<file path="src/rtl/lut_table_loader_pkg.sv">
// Shared types and sizing helpers for the truth-table loader.
// BEATS is the number of config beats per table, and EPB is the number of
// table entries carried by one beat.
package lut_loader_pkg;

  typedef enum logic [1:0] {
    ST_IDLE   = 2'd0,
    ST_LOAD   = 2'd1,
    ST_CHECK  = 2'd2,
    ST_COMMIT = 2'd3
  } lut_state_t;

  function automatic int calc_epb(input int out_bits, input int word_w);
    return word_w / out_bits;
  endfunction

  function automatic int calc_beats(input int in_bits, input int out_bits, input int word_w);
    return ((1 << in_bits) * out_bits) / word_w;
  endfunction

  function automatic int calc_cnt_w(input int beats);
    return $clog2(beats + 1);
  endfunction

  localparam int BEATS_DEF = calc_beats(6, 1, 8);
  localparam int CNT_W_DEF = calc_cnt_w(BEATS_DEF);

endpackage

</file>
<file path="src/rtl/lut_table_loader_if.sv">
// Config stream and lookup bus of the truth-table loader.
// The master side drives beats and lookups; the slave side is the loader.
interface lut_table_loader_if #(
  parameter int IN_BITS  = 6,
  parameter int OUT_BITS = 1,
  parameter int WORD_W   = 8
);
  logic                cfg_start;
  logic [WORD_W-1:0]   cfg_data;
  logic                cfg_valid;
  logic                cfg_ready;
  logic                cfg_done;
  logic                cfg_err;
  logic                busy;
  logic                tbl_valid;
  logic                lk_valid;
  logic [IN_BITS-1:0]  lk_addr;
  logic [OUT_BITS-1:0] lk_data;
  logic                lk_data_valid;

  modport master (
    output cfg_start, cfg_data, cfg_valid, lk_valid, lk_addr,
    input  cfg_ready, cfg_done, cfg_err, busy, tbl_valid, lk_data, lk_data_valid
  );

  modport slave (
    input  cfg_start, cfg_data, cfg_valid, lk_valid, lk_addr,
    output cfg_ready, cfg_done, cfg_err, busy, tbl_valid, lk_data, lk_data_valid
  );
endinterface

</file>
<file path="src/rtl/lut_table_loader_dp_bank.sv">
// Double-buffered distributed LUT RAM: two DEPTH x OUT_BITS banks.
// The write port stores one whole beat (EPB consecutive entries) per cycle.
// The read port is registered. The loader only ever writes the shadow bank
// and reads the active bank, so reads and writes never collide.
module lut_dp_bank import lut_loader_pkg::*; #(
  parameter int IN_BITS  = 6,
  parameter int OUT_BITS = 1,
  parameter int WORD_W   = 8
) (
  input  logic                clk,
  input  logic                we_i,
  input  logic                wbank_i,
  input  logic [IN_BITS-1:0]  waddr_i,
  input  logic [WORD_W-1:0]   wdata_i,
  input  logic                rbank_i,
  input  logic [IN_BITS-1:0]  raddr_i,
  output logic [OUT_BITS-1:0] rdata_o
);
  localparam int DEPTH = 1 << IN_BITS;
  localparam int EPB   = calc_epb(OUT_BITS, WORD_W);

  logic [OUT_BITS-1:0] mem_q [2][DEPTH];
  logic [OUT_BITS-1:0] rdata_q;

  // Beat write: entry waddr+i takes slice i of the beat, LSB first.
  always_ff @(posedge clk) begin
    if (we_i) begin
      for (int i = 0; i < EPB; i++) begin
        mem_q[wbank_i][waddr_i + IN_BITS'(i)] <= wdata_i[i*OUT_BITS +: OUT_BITS];
      end
    end
  end

  // Registered read of the requested bank.
  always_ff @(posedge clk) begin
    rdata_q <= mem_q[rbank_i][raddr_i];
  end

  assign rdata_o = rdata_q;

endmodule

</file>
<file path="src/rtl/lut_table_loader.sv">
// Runtime loader for a LogicNets-style truth-table neuron. Beats stream into
// the shadow bank; a one-cycle COMMIT swaps banks so lookups never see a
// partially written table. Lookups are served from the active bank in every state.
// Optional build macro LUT_LOAD_PARITY_EN: after the last table beat, one extra
// beat must carry the XOR of all loaded table bits in bit 0. If it does not
// match, the load fails with cfg_err and no bank swap.
module lut_table_loader import lut_loader_pkg::*; #(
  parameter int IN_BITS  = 6,
  parameter int OUT_BITS = 1,
  parameter int WORD_W   = 8
) (
  input  logic                clk,
  input  logic                rst_n,
  lut_table_loader_if.slave   bus
);
  localparam int BEATS = calc_beats(IN_BITS, OUT_BITS, WORD_W);
  localparam int EPB   = calc_epb(OUT_BITS, WORD_W);
  localparam int CNT_W = calc_cnt_w(BEATS);
  localparam logic [CNT_W-1:0] LAST_BEAT = CNT_W'(BEATS - 1);

  lut_state_t          state_q;
  logic [CNT_W-1:0]    cnt_q;
  logic                active_q;
  logic                tbl_valid_q;
  logic                cfg_ready_q;
  logic                cfg_done_q;
  logic                cfg_err_q;
  logic                busy_q;
  logic                lk_dv_q;
  logic                lk_en_q;
`ifdef LUT_LOAD_PARITY_EN
  logic                parity_q;
`endif

  logic                beat_xfer;
  logic                shadow_we;
  logic [IN_BITS-1:0]  shadow_addr;
  logic [OUT_BITS-1:0] rdata;

  // A beat moves on valid&ready. A restart in the same cycle discards it.
  assign beat_xfer   = bus.cfg_valid & cfg_ready_q;
  assign shadow_we   = beat_xfer & (state_q == ST_LOAD) & ~bus.cfg_start;
  assign shadow_addr = IN_BITS'(cnt_q * EPB);

  lut_dp_bank #(
    .IN_BITS  (IN_BITS),
    .OUT_BITS (OUT_BITS),
    .WORD_W   (WORD_W)
  ) u_bank (
    .clk     (clk),
    .we_i    (shadow_we),
    .wbank_i (~active_q),
    .waddr_i (shadow_addr),
    .wdata_i (bus.cfg_data),
    .rbank_i (active_q),
    .raddr_i (bus.lk_addr),
    .rdata_o (rdata)
  );

  // Load/commit FSM with registered handshake and status outputs.
  always_ff @(posedge clk) begin
    if (!rst_n) begin
      state_q     <= ST_IDLE;
      cnt_q       <= '0;
      active_q    <= 1'b0;
      tbl_valid_q <= 1'b0;
      cfg_ready_q <= 1'b0;
      cfg_done_q  <= 1'b0;
      cfg_err_q   <= 1'b0;
      busy_q      <= 1'b0;
`ifdef LUT_LOAD_PARITY_EN
      parity_q    <= 1'b0;
`endif
    end else begin
      cfg_done_q <= 1'b0;
      cfg_err_q  <= 1'b0;
      case (state_q)
        ST_IDLE: begin
          if (bus.cfg_start) begin
            state_q     <= ST_LOAD;
            cnt_q       <= '0;
            cfg_ready_q <= 1'b1;
            busy_q      <= 1'b1;
`ifdef LUT_LOAD_PARITY_EN
            parity_q    <= 1'b0;
`endif
          end
        end
        ST_LOAD: begin
          if (bus.cfg_start) begin
            // Restart: drop the partial shadow contents and begin again.
            cfg_err_q <= 1'b1;
            cnt_q     <= '0;
`ifdef LUT_LOAD_PARITY_EN
            parity_q  <= 1'b0;
`endif
          end else if (beat_xfer) begin
`ifdef LUT_LOAD_PARITY_EN
            parity_q <= parity_q ^ (^bus.cfg_data);
`endif
            if (cnt_q == LAST_BEAT) begin
              cnt_q <= '0;
`ifdef LUT_LOAD_PARITY_EN
              state_q     <= ST_CHECK;
`else
              state_q     <= ST_COMMIT;
              cfg_ready_q <= 1'b0;
              cfg_done_q  <= 1'b1;
`endif
            end else begin
              cnt_q <= cnt_q + CNT_W'(1);
            end
          end
        end
`ifdef LUT_LOAD_PARITY_EN
        ST_CHECK: begin
          if (bus.cfg_start) begin
            state_q   <= ST_LOAD;
            cfg_err_q <= 1'b1;
            cnt_q     <= '0;
            parity_q  <= 1'b0;
          end else if (beat_xfer) begin
            cfg_ready_q <= 1'b0;
            if (bus.cfg_data[0] == parity_q) begin
              state_q    <= ST_COMMIT;
              cfg_done_q <= 1'b1;
            end else begin
              state_q   <= ST_IDLE;
              cfg_err_q <= 1'b1;
              busy_q    <= 1'b0;
            end
          end
        end
`endif
        ST_COMMIT: begin
          // The swap lands on this edge, so a lookup sampled here reads the old bank.
          active_q    <= ~active_q;
          tbl_valid_q <= 1'b1;
          busy_q      <= 1'b0;
          state_q     <= ST_IDLE;
        end
        default: begin
          state_q     <= ST_IDLE;
          cfg_ready_q <= 1'b0;
          busy_q      <= 1'b0;
        end
      endcase
    end
  end

  // Lookup side: delay the valid, and mask the data until a table exists.
  always_ff @(posedge clk) begin
    if (!rst_n) begin
      lk_dv_q <= 1'b0;
      lk_en_q <= 1'b0;
    end else begin
      lk_dv_q <= bus.lk_valid;
      lk_en_q <= tbl_valid_q;
    end
  end

  assign bus.cfg_ready     = cfg_ready_q;
  assign bus.cfg_done      = cfg_done_q;
  assign bus.cfg_err       = cfg_err_q;
  assign bus.busy          = busy_q;
  assign bus.tbl_valid     = tbl_valid_q;
  assign bus.lk_data_valid = lk_dv_q;
  assign bus.lk_data       = lk_en_q ? rdata : '0;

endmodule

</file>
<file path="src/flat_wrapper.sv">
// flat-port wrapper written by rule: the top's interface ports become plain ports
module lut_table_loader_flat import lut_loader_pkg::*;
#(
  parameter int IN_BITS  = 6,
  parameter int OUT_BITS = 1,
  parameter int WORD_W   = 8
)
  (clk, rst_n, bus_cfg_start, bus_cfg_data, bus_cfg_valid, bus_lk_valid, bus_lk_addr, bus_cfg_ready, bus_cfg_done, bus_cfg_err, bus_busy, bus_tbl_valid, bus_lk_data, bus_lk_data_valid);
  lut_table_loader_if #(.IN_BITS(IN_BITS), .OUT_BITS(OUT_BITS), .WORD_W(WORD_W)) bus_i ();
  input  logic clk;
  input  logic rst_n;
  input wire logic [$bits(bus_i.cfg_start)-1:0] bus_cfg_start;
  input wire logic [$bits(bus_i.cfg_data)-1:0] bus_cfg_data;
  input wire logic [$bits(bus_i.cfg_valid)-1:0] bus_cfg_valid;
  input wire logic [$bits(bus_i.lk_valid)-1:0] bus_lk_valid;
  input wire logic [$bits(bus_i.lk_addr)-1:0] bus_lk_addr;
  output wire logic [$bits(bus_i.cfg_ready)-1:0] bus_cfg_ready;
  output wire logic [$bits(bus_i.cfg_done)-1:0] bus_cfg_done;
  output wire logic [$bits(bus_i.cfg_err)-1:0] bus_cfg_err;
  output wire logic [$bits(bus_i.busy)-1:0] bus_busy;
  output wire logic [$bits(bus_i.tbl_valid)-1:0] bus_tbl_valid;
  output wire logic [$bits(bus_i.lk_data)-1:0] bus_lk_data;
  output wire logic [$bits(bus_i.lk_data_valid)-1:0] bus_lk_data_valid;
  assign bus_i.cfg_start = bus_cfg_start;
  assign bus_i.cfg_data = bus_cfg_data;
  assign bus_i.cfg_valid = bus_cfg_valid;
  assign bus_i.lk_valid = bus_lk_valid;
  assign bus_i.lk_addr = bus_lk_addr;
  assign bus_cfg_ready = bus_i.cfg_ready;
  assign bus_cfg_done = bus_i.cfg_done;
  assign bus_cfg_err = bus_i.cfg_err;
  assign bus_busy = bus_i.busy;
  assign bus_tbl_valid = bus_i.tbl_valid;
  assign bus_lk_data = bus_i.lk_data;
  assign bus_lk_data_valid = bus_i.lk_data_valid;
  lut_table_loader #(.IN_BITS(IN_BITS), .OUT_BITS(OUT_BITS), .WORD_W(WORD_W)) u_core (.clk(clk), .rst_n(rst_n), .bus(bus_i));
endmodule
</file>
<file path="config.mk">
export PLATFORM = sky130hd
export DESIGN_NAME = lut_table_loader_flat
export DESIGN_NICKNAME = d
export VERILOG_FILES = /design/src/rtl/lut_table_loader_pkg.sv /design/src/rtl/lut_table_loader_if.sv /design/src/rtl/lut_table_loader_dp_bank.sv /design/src/rtl/lut_table_loader.sv /design/src/flat_wrapper.sv
export SDC_FILE = /design/constraint.sdc
export NUM_CORES = 1
export LEC_CHECK = 0
export ABC_AREA = 1
export CAP_MARGIN = 25
export CORE_ASPECT_RATIO = 0.6
export CORE_UTILIZATION = 40
export DETAILED_ROUTE_END_ITERATION = 12
export GPL_TIMING_DRIVEN = 0
export SLEW_MARGIN = 20
export SYNTH_ARGS = -nofsm -noshare
export SYNTH_HDL_FRONTEND = slang
export SYNTH_SLANG_ARGS = --single-unit
</file>
<file path="constraint.sdc">
create_clock -name clk -period 2.11 [get_ports clk]
set_input_delay 0.211 -clock clk [delete_from_list [all_inputs] [get_ports clk]]
set_output_delay 0.211 -clock clk [all_outputs]
set_load 0.01 [all_outputs]
</file>
# Yosys cells after proc, flatten, opt, wreduce, memory -nomap -nowiden
# Memory sizes are Yosys's and may differ from the RTL's. A register that Yosys moved wholly into a read port is not among the register bits.
# Index checks and enable logic that the tools add are counted.
[totals]
regBits = 15
latch_bits = 0
ramBits = 128
mem_bits_ro = 0
input_bits = 19
word_cells = 1024
n_memories = 1
[memory_table]
columns = ["memory", "depth", "width", "rd", "rd_ports_with_merged_regs", "wr", "line", "source"]
rows = [
  ["u_core.u_bank.mem_q", 2, 64, 1, 1, 1, "lut_table_loader_dp_bank.sv:22", "logic [OUT_BITS-1:0] mem_q [2][DEPTH];"],
]
[classes]
add_sub_neg = 8
multipliers = 0
n_div = 0
n_lt_le_gt_ge = 17
eq_ne = 8
shift = 0
mux = 497
bitwise = 466
reduce_logical = 16
[op_table]
columns = ["op", "n"]
rows = [
  ["$mux W64", 8],
  ["$mux W1", 468],
  ["$or A1 B1 Y1", 448],
  ["$ge A7 B7 Y1 const B", 9],
  ["$not A6 Y7", 9],
  ["$lt A7 B1 Y1 const B", 8],
  ["$demux W1 S6", 8],
  ["$add A6 B3 Y6 const B", 4],
  ["$mux W4", 4],
  ["$add A6 B2 Y6 const B", 2],
  ["$logic_and A1 B1 Y1", 8],
  ["$mux W2", 4],
  ["$pmux W4 S2", 1],
  ["$add A6 B1 Y6 const B", 1],
  ["$bmux W1 S6", 1],
  ["$ne A2 B2 Y1 const B", 3],
  ["$not A1 Y1", 6],
  ["$reduce_and A5 Y1", 1],
  ["$add A4 B1 Y4 const B", 1],
  ["$eq A4 B3 Y1 const B", 1],
  ["$pmux W2 S2", 1],
  ["$reduce_and A2 Y1", 2],
  ["$reduce_and A4 Y1", 1],
  ["$reduce_or A4 Y1", 1],
  ["10 further kinds", 12],
]

# Depth between registers and ports, before layout
# Gate-level depths: netlist (run 1).
[depth]
word_depth = 14
ltp_mapped = 12
depth_no_buf = 11

# Cells and area by module
# From an unflattened synthesis (run 1), not the netlist that was laid out.
[unflattened]
cells_unflattened = 2849
hier_area_um2 = 16632.2
[by_module_without_submodules]
columns = ["module", "instances", "cells_each", "area_per_inst_um2", "seq_area_each_um2"]
rows = [
  ["lut_dp_bank", 1, 2760, 16015.4, 3863.7],
  ["lut_table_loader", 1, 89, 616.8, 280.3],
]

# Worst setup path after synthesis (run 1)
# OpenSTA, ideal clock, no wires.
[synth_path]
path_type = "reg2reg"
from = "register u_core.state_q[0]"
to = "memory u_core.u_bank.mem_q[0][10] (netlist bit) (enable)"
setup_ns = 0.370
t_arrival_ns = 1.526
required_time_ns = 1.740
setup_slack_ns = 0.214
path_stages_with_launch = 11
path_cell_list = "dfxtp_1 -> inv_2 -> nor2_2 -> inv_2 -> nor2_4 -> inv_2 -> nor2_4 -> inv_2 -> nor2_8 -> nand3_4 -> nor2_1"
[synth_between]
elab_chain_cells = 12
elab_cells_between_ends = 19
cone_classes = "eq/ne: 1; mux: 9; bitwise: 9"
[synth_lines]
columns = ["item", "line", "source"]
rows = [
  ["start, declared", "lut_table_loader.sv:21", "lut_state_t state_q;"],
  ["start signal, assigned", "lut_table_loader.sv:63", "state_q <= ST_IDLE;"],
  ["start signal, assigned", "lut_table_loader.sv:80", "state_q <= ST_LOAD;"],
  ["start signal, assigned", "lut_table_loader.sv:106", "state_q <= ST_COMMIT;"],
  ["$eq A2 B1 Y1 (*)", "lut_table_loader.sv:42", "assign shadow_we = beat_xfer & (state_q == ST_LOAD) & ~bus.cfg_start;"],
  ["$and A1 B1 Y1 (*) (2 in a row)", "lut_table_loader.sv:42", ""],
  ["$mux W1 (*)", "lut_table_loader_dp_bank.sv:27", "if (we_i) begin"],
  ["$mux W64 (implied by the code)", "lut_table_loader_dp_bank.sv:29", "mem_q[wbank_i][waddr_i + IN_BITS'(i)] <= wdata_i[i*OUT_BITS +: OUT_BITS];"],
  ["$or A1 B1 Y1 (no source line) (6 in a row)", "n/a", ""],
  ["$or A1 B1 Y1 (no source line) (*)", "n/a", ""],
  ["end, declared", "lut_table_loader_dp_bank.sv:22", ""],
]
# Mark *: on every way between the ends. The rest lies on a longest branch, timed or not.

# Worst setup path after layout (run 1)
[layout_path]
from = "register u_core.active_q"
to = "memory u_core.u_bank.mem_q[0][3] (netlist bit) (enable)"
[layout_between]
elab_chain_cells = 1
[layout_lines]
columns = ["item", "line", "source"]
rows = [
  ["start, declared", "lut_table_loader.sv:23", "logic active_q;"],
  ["start signal, assigned", "lut_table_loader.sv:137", "active_q <= ~active_q;"],
  ["$not A1 Y1", "lut_table_loader.sv:52", ".wbank_i (~active_q),"],
]
# Every way passes these cells.

==> metrics.txt, run 1 <==
Synth area leader=edfxtp_1; async set-reset flop share out of synthesis=0%; Residual DRC=0; CTS tree=done; sequential fraction of the synthesis area=about 66%; finished layout cell area=~0.0075 mm2; slowest cell on the critical path=dfxtp_1; worst-path cell chain=inv_1 > clkbuf_2 > nor2_4; Die ar.=roughly 0.016 mm2; cell family with most CP delay=flip-flops; clock sink total=144; synthesized area=0.00630 mm2; max reg flops=about 130; initial antenna violation count=0; Syn Inst Count=599; Worst Path Required=~2.2 ns; YS warnings=0; Final Slew Violations=0; area growth from synthesis to layout=19.0%; Tmin final=~2.1 ns; Vias=4717; Max-Cap Viols=0; drt initial violations=405; Multi-input gate area=around 0.002 mm2; Post-Syn Nets=619; main flop type after synthesis=edfxtp_1; Post-synth EDFFs=between 100 and 150; Placed Area=0.00678 mm2; Slew @ Worst Pin=between 0.7 and 0.8 ns; setup TNS=0 ns; Max clock buf depth=2; # setup viols final=0; clk_lat worst skew=about 0.42 ns; Rel. slew slack=about 47%; FF+latch count, synth=144; Inserted Clock Buffers=17; layout cell share with drive strength beyond 1=14.3%; most frequent cell after synthesis=nand2_1; Synth top cells by count=nand2_1 (158), edfxtp_1 (128), nand3_1 (118), o21ai_0 (45); largest registers=u_core.u_bank.mem_q: 128 flops, u_core.cnt_q: 4 flops, u_core.state_q: 2 flops; Crit. End Element=flop; pre-CTS setup slack=-0.455 ns; Root Driver=clkbuf_16; Post-DRT Antenna Nets=0; Mapped Avg Cell Area=between 10 and 15 um2; top area cells in the synthesized netlist=edfxtp_1 (61%), nand2_1 (9.4%), nand3_1 (9.4%); top cell type's share of synthesized area=between 60% and 70%; Starting Density=between 40% and 50%; worst-path maximum fanout=10; Filler cells=1364; Crit Path Class=reg -> reg; Placed Cells incl. Taps=around 820; Largest Register=u_core.u_bank.mem_q; fmax=around 480 MHz; Max VDD drop=465 uV; Hold WC Path Type=in -> reg; CP Launch Type=flop; status=completed; clk_skew=between 0.008 and 0.009 ns; clock-pin slew on the worst setup and hold paths=around 0.060 ns; Cell Count, Final, Fillers Out=between 800 and 900; RSZ-0062 raised after global routing=true; All-Layer GR Usage=22.7%; HPWL Detailed=around 11 mm; vias in the first global route=4543; largest net degree at the start of global routing=18; Overflow after GRT=0; Core Rows=35; die height=a little under 100 um; via-per-instance ratio=5.52; Buffers & Inverters on Critical Path=2; Core ar.=0.0154 mm2; PwrDens=891 mW/mm2; CTS H-Tree Depth=4; port buffer count=22; final wirelength=17.3 mm; drt first pass iters=5; Arr. time, crit path=between 2 and 2.5 ns; final worst-path setup slack=around 0.036 ns; fin crit share=between 90% and 100%; Pleak=2.78 nW; count of cell types in the netlist=23; nets=about 660; # diodes=0; first-pass GRT wire length=around 26 mm; routed length per instance=between 20 and 25 um; slowest stage delay, CP=0.83 ns; global placement routability congestion=roughly 0.86; Hold Fails Final Rpt=0; die width=approximately 160 um; I/O pin count=26; Sequential cell area=between 0.004 and 0.005 mm2
cell families (layout without fill, tap and decap cells):
| family | Yosys count | after routing | synth area share [%] |
|---|---|---|---|
| AND/OR/NAND/NOR | 325 | 325 | 24.2 |
| flip-flops | 144 | 144 | 66.1 |
| AO/OA/AOI/OAI | 73 | 73 | 5.90 |
| buffers and inverters | 56 | 108 | 3.61 |
| adder cells (fa/ha/maj) | 1 | 1 | 0.199 |
metrics by stage:
step           util (%)  power, mW  hold slack [ns]
2_1_floorplan         -       3.36            0.304
3_3_place_gp       44.1       3.50            0.442
3_5_place_dp       44.1       3.50            0.441
4_1_cts            48.2       6.69            0.338
5_1_grt            48.8       6.84            0.353
6_report           48.8       6.68            0.337
metal layers:
metal	vias up	part of all wire (%)	track usage (%)
li1	2188	-	-
met2	216	43	33.4
met1	2280	44	32.3
met3	33	10	6.88
met4	0	1.9	7.05
met5	-	0	0
layout make-up:
| cell class | count | share of cell area, % |
|---|---|---|
| Clock inverter | 14 | 2.72 |
| Multi-Input combinational cell | 399 | 26.7 |
| Sequential cell | 144 | 55.5 |
| Tap cell | 203 | 3.39 |
| Clock buffer | 17 | 5.67 |
| Inverter | 29 | 1.45 |
| Timing Repair Buffer | 22 | 2.94 |
| Buffer | 26 | 1.64 |
repair_timing:
action | in CTS | in global routing
setup endpoints to repair | 128 | 129
setup buffers | 0 | 0
endpoints found under the hold margin | 0 | 0
hold buffers | 0 | 0
resized for setup | 4 | 35
cloned | 0 | 0
worst paths after layout:
path                                          start                                   to  slack (ns)  cells past startpoint
hold / removal                         bus_lk_valid  u_core.bus.lk_data_valid$_SDFF_PN0_        0.34                      3
hold reg to reg   u_core.bus.tbl_valid$_SDFFE_PN0P_            u_core.lk_en_q$_SDFF_PN0_        0.45                      2
setup reg to reg       u_core.active_q$_SDFFE_PN0P_  u_core.u_bank.mem_q[0][3]$_DFFE_PP_        0.04                      3
setup / recovery       u_core.active_q$_SDFFE_PN0P_  u_core.u_bank.mem_q[0][3]$_DFFE_PP_        0.04                      3
worst register-to-register path, stage by stage, from the launching register on:
cell and delay (ns):
dfxtp_1 0.83, inv_1 0.12, clkbuf_2 0.41, nor2_4 0.40
report_power, final:
part           switching (mW)  total, mW  internal (mW)
clock network            1.23       3.23           2.00
registers             0.00912       3.12           3.11
logic                   0.232      0.332         0.0999
layout by cell type, fill, tap and decap left out, types with 5 or more instances in the layout:
master	netlist	layout
nand2_1	158	158
edfxtp_1	128	128
nand3_1	118	118
o21ai_0	45	45
inv_1	24	24
clkdlybuf4s50_1	0	22
clkbuf_16	0	17
dfxtp_1	16	16
buf_2	14	14
o21ai_1	14	14
nor2_4	2	12
a21oi_1	11	11
nor2_1	24	8
nand2_4	8	8
nor2_2	1	7
nand2_2	6	6
clkbuf_2	0	6
inv_2	5	5
inv_6	0	5
No activity file was read; power rests on OpenSTA's default activity.
==> run 2: changes to the inputs <==
GPL_ROUTABILITY_DRIVEN = 0   (was unset)
clock period = 1.8 ns   (was 2.11 ns; I/O delays follow)
==> metrics.txt, run 2 (same netlist as run 1, synthesis figures left out) <==
commonest non-fill, non-tap cell in the layout=nand2_1; PwrDens=~970 mW/mm2; Root Driver=clkbuf_16; R2R Path End=u_core.u_bank.mem_q[0][24]$_DFFE_PP_; switching share of total power=about 23%; Buffers & Inverters on Critical Path=4; drt first pass iters=6; HPWL Detailed=~12 mm; part of the power in registers=around half; Hold Fails Final Rpt=0; GR peak layer=met2; Worst Path Required=between 1.5 and 2 ns; final wirelength=approximately 18 mm; setup slack, reg-to-reg=between 0.02 and 0.03 ns; Max VDD drop=between 400 and 500 uV; worst hold slack=between 0.2 and 0.3 ns; Arr. time, crit path=between 1.5 and 2 ns; die height=99.2 um; most frequent cells in the layout=nand2_1 (158), edfxtp_1 (128), nand3_1 (118); die width=around 160 um; max reg flops=about 130; Core Rows=35; CTS tree=done; first-pass GRT wire length=26.7 mm; Rel. slew slack=between 40 and 50%; Hold WC Path Type=in -> reg; Pleak=around 2.8 nW; Die ar.=~0.016 mm2; CTS H-Tree Depth=4; Max-Cap Viols=0; Critical R2R Launch=u_core.state_q[0]$_SDFFE_PN0P_; port buffer count=22; layout cell share with drive strength beyond 1=roughly 17%; Crit Path Class=reg -> reg; Reg2Reg Depth=10; largest registers=u_core.u_bank.mem_q: 128 flops, u_core.cnt_q: 4 flops, u_core.state_q: 2 flops; Hold Path Cell Cnt=3; drt initial violations=536; Residual DRC=0; met3 Usage GRT=under 10%; clk_skew=between 0.005 and 0.006 ns; hold_buf cts=0; I/O pin count=26; switching pwr=1.72 mW; GRT met1 Usage=between 30% and 40%; worst-path maximum fanout=10; slowest cell on the critical path=dfxtp_2; Hold Path Sink=u_core.bus.lk_data_valid$_SDFF_PN0_; clock share of power=45.2%; # diodes=0; via-per-instance ratio=~5.5; cell family with most CP delay=simple AND/OR/NAND/NOR gates; clock-pin slew on the worst setup and hold paths=~0.060 ns; routed length per instance=roughly 20 um; Placed Cells incl. Taps=about 800; initial antenna violation count=0; Cell Count, Final, Fillers Out=about 870; worst min-delay path startpoint=bus_lk_valid; area growth from synthesis to layout=21.7%; combinational power share=5.5%; Post-DRT Antenna Nets=0; worst-path cell chain=inv_4 > nor2_4 > inv_2 > nor2_4 > inv_2 > nor2_4 > inv_4 > nor2_8 > nand2_4 > nor2_4; most frequent CP cell=nor2_4; Tmin final=1.77 ns; Largest Register=u_core.u_bank.mem_q; finished layout cell area=about 0.0077 mm2; Inserted Clock Buffers=17; Design Power=between 7 and 8 mW; Core ar.=between 0.015 and 0.02 mm2; RSZ-0062 raised after global routing=true; Max clock buf depth=2; Starting Density=between 40% and 50%; Int Pwr=5.69 mW; Crit. End Element=flop; status=completed; clock sink total=144; nets=670; slowest stage delay, CP=around 0.35 ns; All-Layer GR Usage=23.1%; fin crit share=roughly 98%; # setup viols final=0; pre-CTS setup slack=-0.692 ns; fmax=565 MHz; Placed Area=around 0.0068 mm2; global routing usage on met2=about a third; clk_lat worst skew=0.42 ns; vias in the first global route=4565; CP Launch Type=flop; Slew @ Worst Pin=between 0.8 and 0.9 ns; Overflow after GRT=0; Vias=4793; Final Slew Violations=0; final worst-path setup slack=approximately 0.03 ns; largest net degree at the start of global routing=18
## run 2: worst max-delay path by stage
stage | slack, ns | end | from | cells past startpoint
2_1_floorplan | -0.1 | u_core.u_bank.mem_q[0][10]$_DFFE_PP_ | u_core.state_q[0]$_SDFFE_PN0P_ | 10
3_3_place_gp | -0.65 | u_core.u_bank.mem_q[1][1]$_DFFE_PP_ | bus_cfg_start | 8
3_5_place_dp | -0.69 | u_core.u_bank.mem_q[1][7]$_DFFE_PP_ | bus_cfg_start | 8
4_1_cts | -0.03 | u_core.u_bank.mem_q[1][7]$_DFFE_PP_ | u_core.state_q[0]$_SDFFE_PN0P_ | 10
5_1_grt | -0.08 | u_core.u_bank.mem_q[0][11]$_DFFE_PP_ | u_core.state_q[0]$_SDFFE_PN0P_ | 10
6_report | 0.03 | u_core.u_bank.mem_q[0][24]$_DFFE_PP_ | u_core.state_q[0]$_SDFFE_PN0P_ | 10
## run 2: power groups by stage
stage | Combinational (mW) | Sequential [mW] | Clock [mW]
2_1_floorplan | 0.206 | 3.73 | 0
3_3_place_gp | 0.368 | 3.73 | 0
3_5_place_dp | 0.376 | 3.73 | 0
4_1_cts | 0.389 | 3.66 | 3.37
5_1_grt | 0.440 | 3.66 | 3.51
6_report | 0.407 | 3.66 | 3.35
## run 2: what timing repair did
action                                  in CTS  in global routing
gates resized for setup                     50                 33
endpoints found under the hold margin        0                  0
pin swaps                                    6                  8
endpoints found under the setup margin     129                233
buffers inserted                             9                  2
## run 2: area by class of cell
type,instances,area (um2)
clock buffers,18,429
multi-input cells,399,2080
fillers,1365,7700
repair buffers,33,318
inverters,29,114
plain buffers,26,165
flip-flops and latches,144,4170
clock inverters,14,134
well taps,203,254
## run 2: per-stage QoR
| step | utilization (%) | TNS [ns] |
|---|---|---|
| 5_1_grt | 49.9 | -6.52 |
| 2_1_floorplan | - | -5.79 |
| 6_report | 49.9 | 0 |
| 4_1_cts | 49.2 | -0.631 |
| 3_5_place_dp | 44.1 | -110.61 |
| 3_3_place_gp | 44.1 | -105.43 |
## run 2: metal layers
metal | part of all wire [%] | wire length (um) | up-vias
met4 | 1.8 | 308 | 0
met3 | 9.3 | 1630 | 31
met1 | 45 | 7960 | 2326
li1 | - | - | 2216
met5 | 0 | 0 | -
met2 | 43 | 7610 | 220
## run 2: worst min-delay path, cell delays in order
cell and delay (ns):
clkdlybuf4s50_1 0.39, nand2_1 0.06, inv_1 0.03
==> run 3: changes to the inputs <==
CORE_UTILIZATION = 54   (was 40)
PLACE_DENSITY = 0.75   (was unset)
==> metrics.txt, run 3 (same netlist as run 1, synthesis figures left out) <==
Tmin final=about 1.9 ns; drt initial violations=658; failing checks=setup timing; RSZ-0062 raised after global routing=true; switching pwr=around 1.7 mW; layout cell share with drive strength beyond 1=between 20% and 30%; slowest cell on the critical path=clkbuf_2; fin crit share=104%; first-pass GRT wire length=about 27 mm; commonest non-fill, non-tap cell in the layout=nand2_1; # diodes=0; worst-path maximum fanout=10; Filler cells=between 700 and 800; drt first pass iters=6; Placed Area=~0.0067 mm2; via-per-instance ratio=slightly above 6; port buffer count=22; Starting Density=between 50% and 60%; Rel. slew slack=approximately two fifths; Max-Cap Viols=0; Design Power=8.09 mW; max reg flops=~130; Max clock buf depth=2; Core Rows=30; clk_skew=a little under 0.007 ns; CTS tree=done; die width=between 100 and 150 um; clock share of power=49.4%; slowest stage delay, CP=around 0.38 ns; Vias=around 5000; area growth from synthesis to layout=25.0%; status=finished with violations; Crit Path Class=reg -> reg; CTS H-Tree Depth=4; Arr. time, crit path=around 2.2 ns; # setup viols final=45; pre-CTS setup slack=-0.688 ns; part of the power in registers=around 45%; Hold Fails Final Rpt=0; routed length per instance=21.9 um; Residual DRC=0; die height=85.7 um; Pleak=approximately 2.9 nW; Inserted Clock Buffers=17; final wirelength=around 18 mm; initial antenna violation count=0; worst hold slack=~0.28 ns; largest net degree at the start of global routing=18; Slew @ Worst Pin=approximately 0.87 ns; clk_lat worst skew=between 0.4 and 0.5 ns; hold_buf cts=0; finished layout cell area=between 0.007 and 0.008 mm2; most frequent CP cell=nand2_1; fmax=around 530 MHz; Core ar.=approximately 0.011 mm2; Largest Register=u_core.u_bank.mem_q; clock-pin slew on the worst setup and hold paths=0.06 ns; switching share of total power=between 20% and 30%; Worst Path Required=~2.2 ns; All-Layer GR Usage=30.8%; final worst-path setup slack=-0.0781 ns; Die ar.=between 0.01 and 0.015 mm2; vias in the first global route=4688; Overflow after GRT=0; worst-path cell chain=inv_2 > clkbuf_2 > nand2_1 > nand3_1 > nand3_1 > nand3_1 > nand2_1 > nand2_1 > nand3_1 > nand2_1 > nand2_1 > nand2_1; PwrDens=~1000 mW/mm2; worst min-delay path startpoint=bus_lk_valid; Root Driver=clkbuf_16; combinational power share=roughly 5.4%; Post-DRT Antenna Nets=0; Max VDD drop=~760 uV; Int Pwr=approximately 6.4 mW; Crit. End Element=flop; largest registers=u_core.u_bank.mem_q: 128 flops, u_core.cnt_q: 4 flops, u_core.state_q: 2 flops; Final Slew Violations=0; CP Launch Type=flop; clock sink total=144; Hold WC Path Type=in -> reg; nets=around 680; cell family with most CP delay=simple AND/OR/NAND/NOR gates; most frequent cells in the layout=nand2_1 (158), edfxtp_1 (128), nand3_1 (118); setup slack, reg-to-reg=-0.08 ns; Buffers & Inverters on Critical Path=2; HPWL Detailed=approximately 11 mm; I/O pin count=26
[run 3: changes by cell type in the layout (fill, tap and decap cells not counted), sizes merged]
cell / change
buf: +7
clkbuf: +1
clkinv: +1
inv: -4
bufinv: +5
clkinvlp: -1
[run 3: final timing paths]
path                                         end  cells past startpoint
max                u_core.u_bank.rdata_o$_DFF_P_                     12
min          u_core.bus.lk_data_valid$_SDFF_PN0_                      3
max reg2reg        u_core.u_bank.rdata_o$_DFF_P_                     12
min reg2reg            u_core.lk_en_q$_SDFF_PN0_                      2
[run 3: metal layers]
| metal | track usage (%) | part of all wire (%) | wire, um |
|---|---|---|---|
| met5 | 0 | 0 | 0 |
| met2 | 45.3 | 45 | 8260 |
| met1 | 41.7 | 39 | 7140 |
| met3 | 10.3 | 12 | 2160 |
| met4 | 14.9 | 3.6 | 648 |
[run 3: cell type report]
type	instances	area (um2)	area share, %
flip-flops and latches	144	4170	53.0
multi-input cells	399	2190	27.8
clock buffers	17	425	5.40
plain buffers	26	139	1.76
clock inverters	15	241	3.07
repair buffers	42	398	5.05
inverters	29	111	1.41
well taps	160	200	2.54
[run 3: worst reg2reg max path: cells and delay by family, from the launching register on]
| family | cells | cell delay, ns |
|---|---|---|
| AND/OR/NAND/NOR | 10 | 0.93 |
| buffers and inverters | 2 | 0.56 |
| flip-flops | 1 | 0.32 |
[run 3: power by group through the flow]
stage	Clock [mW]	Combinational (mW)	Sequential (mW)
after global routing	4.12	0.462	3.66
final	4.00	0.434	3.66
after floorplan	0	0.206	3.73
after CTS	3.97	0.379	3.66
after global placement	0	0.356	3.73
after detailed placement	0	0.368	3.73
[run 3: what timing repair did]
action / in CTS / in global routing
pin swaps: 3 / 7
cloned: 0 / 0
buffers inserted: 7 / 13
hold endpoints to repair: 0 / 0
gates resized for setup: 46 / 69
endpoints found under the setup margin: 137 / 241
[run 3: metrics by stage]
step	instances	utilization, %	TNS (ns)
2_1_floorplan	599	-	-5.79
5_1_grt	832	69.5	-16.43
4_1_cts	819	66.9	-0.611
3_5_place_dp	781	59.3	-110.98
3_3_place_gp	781	59.3	-92.35
6_report	832	69.5	-1.35
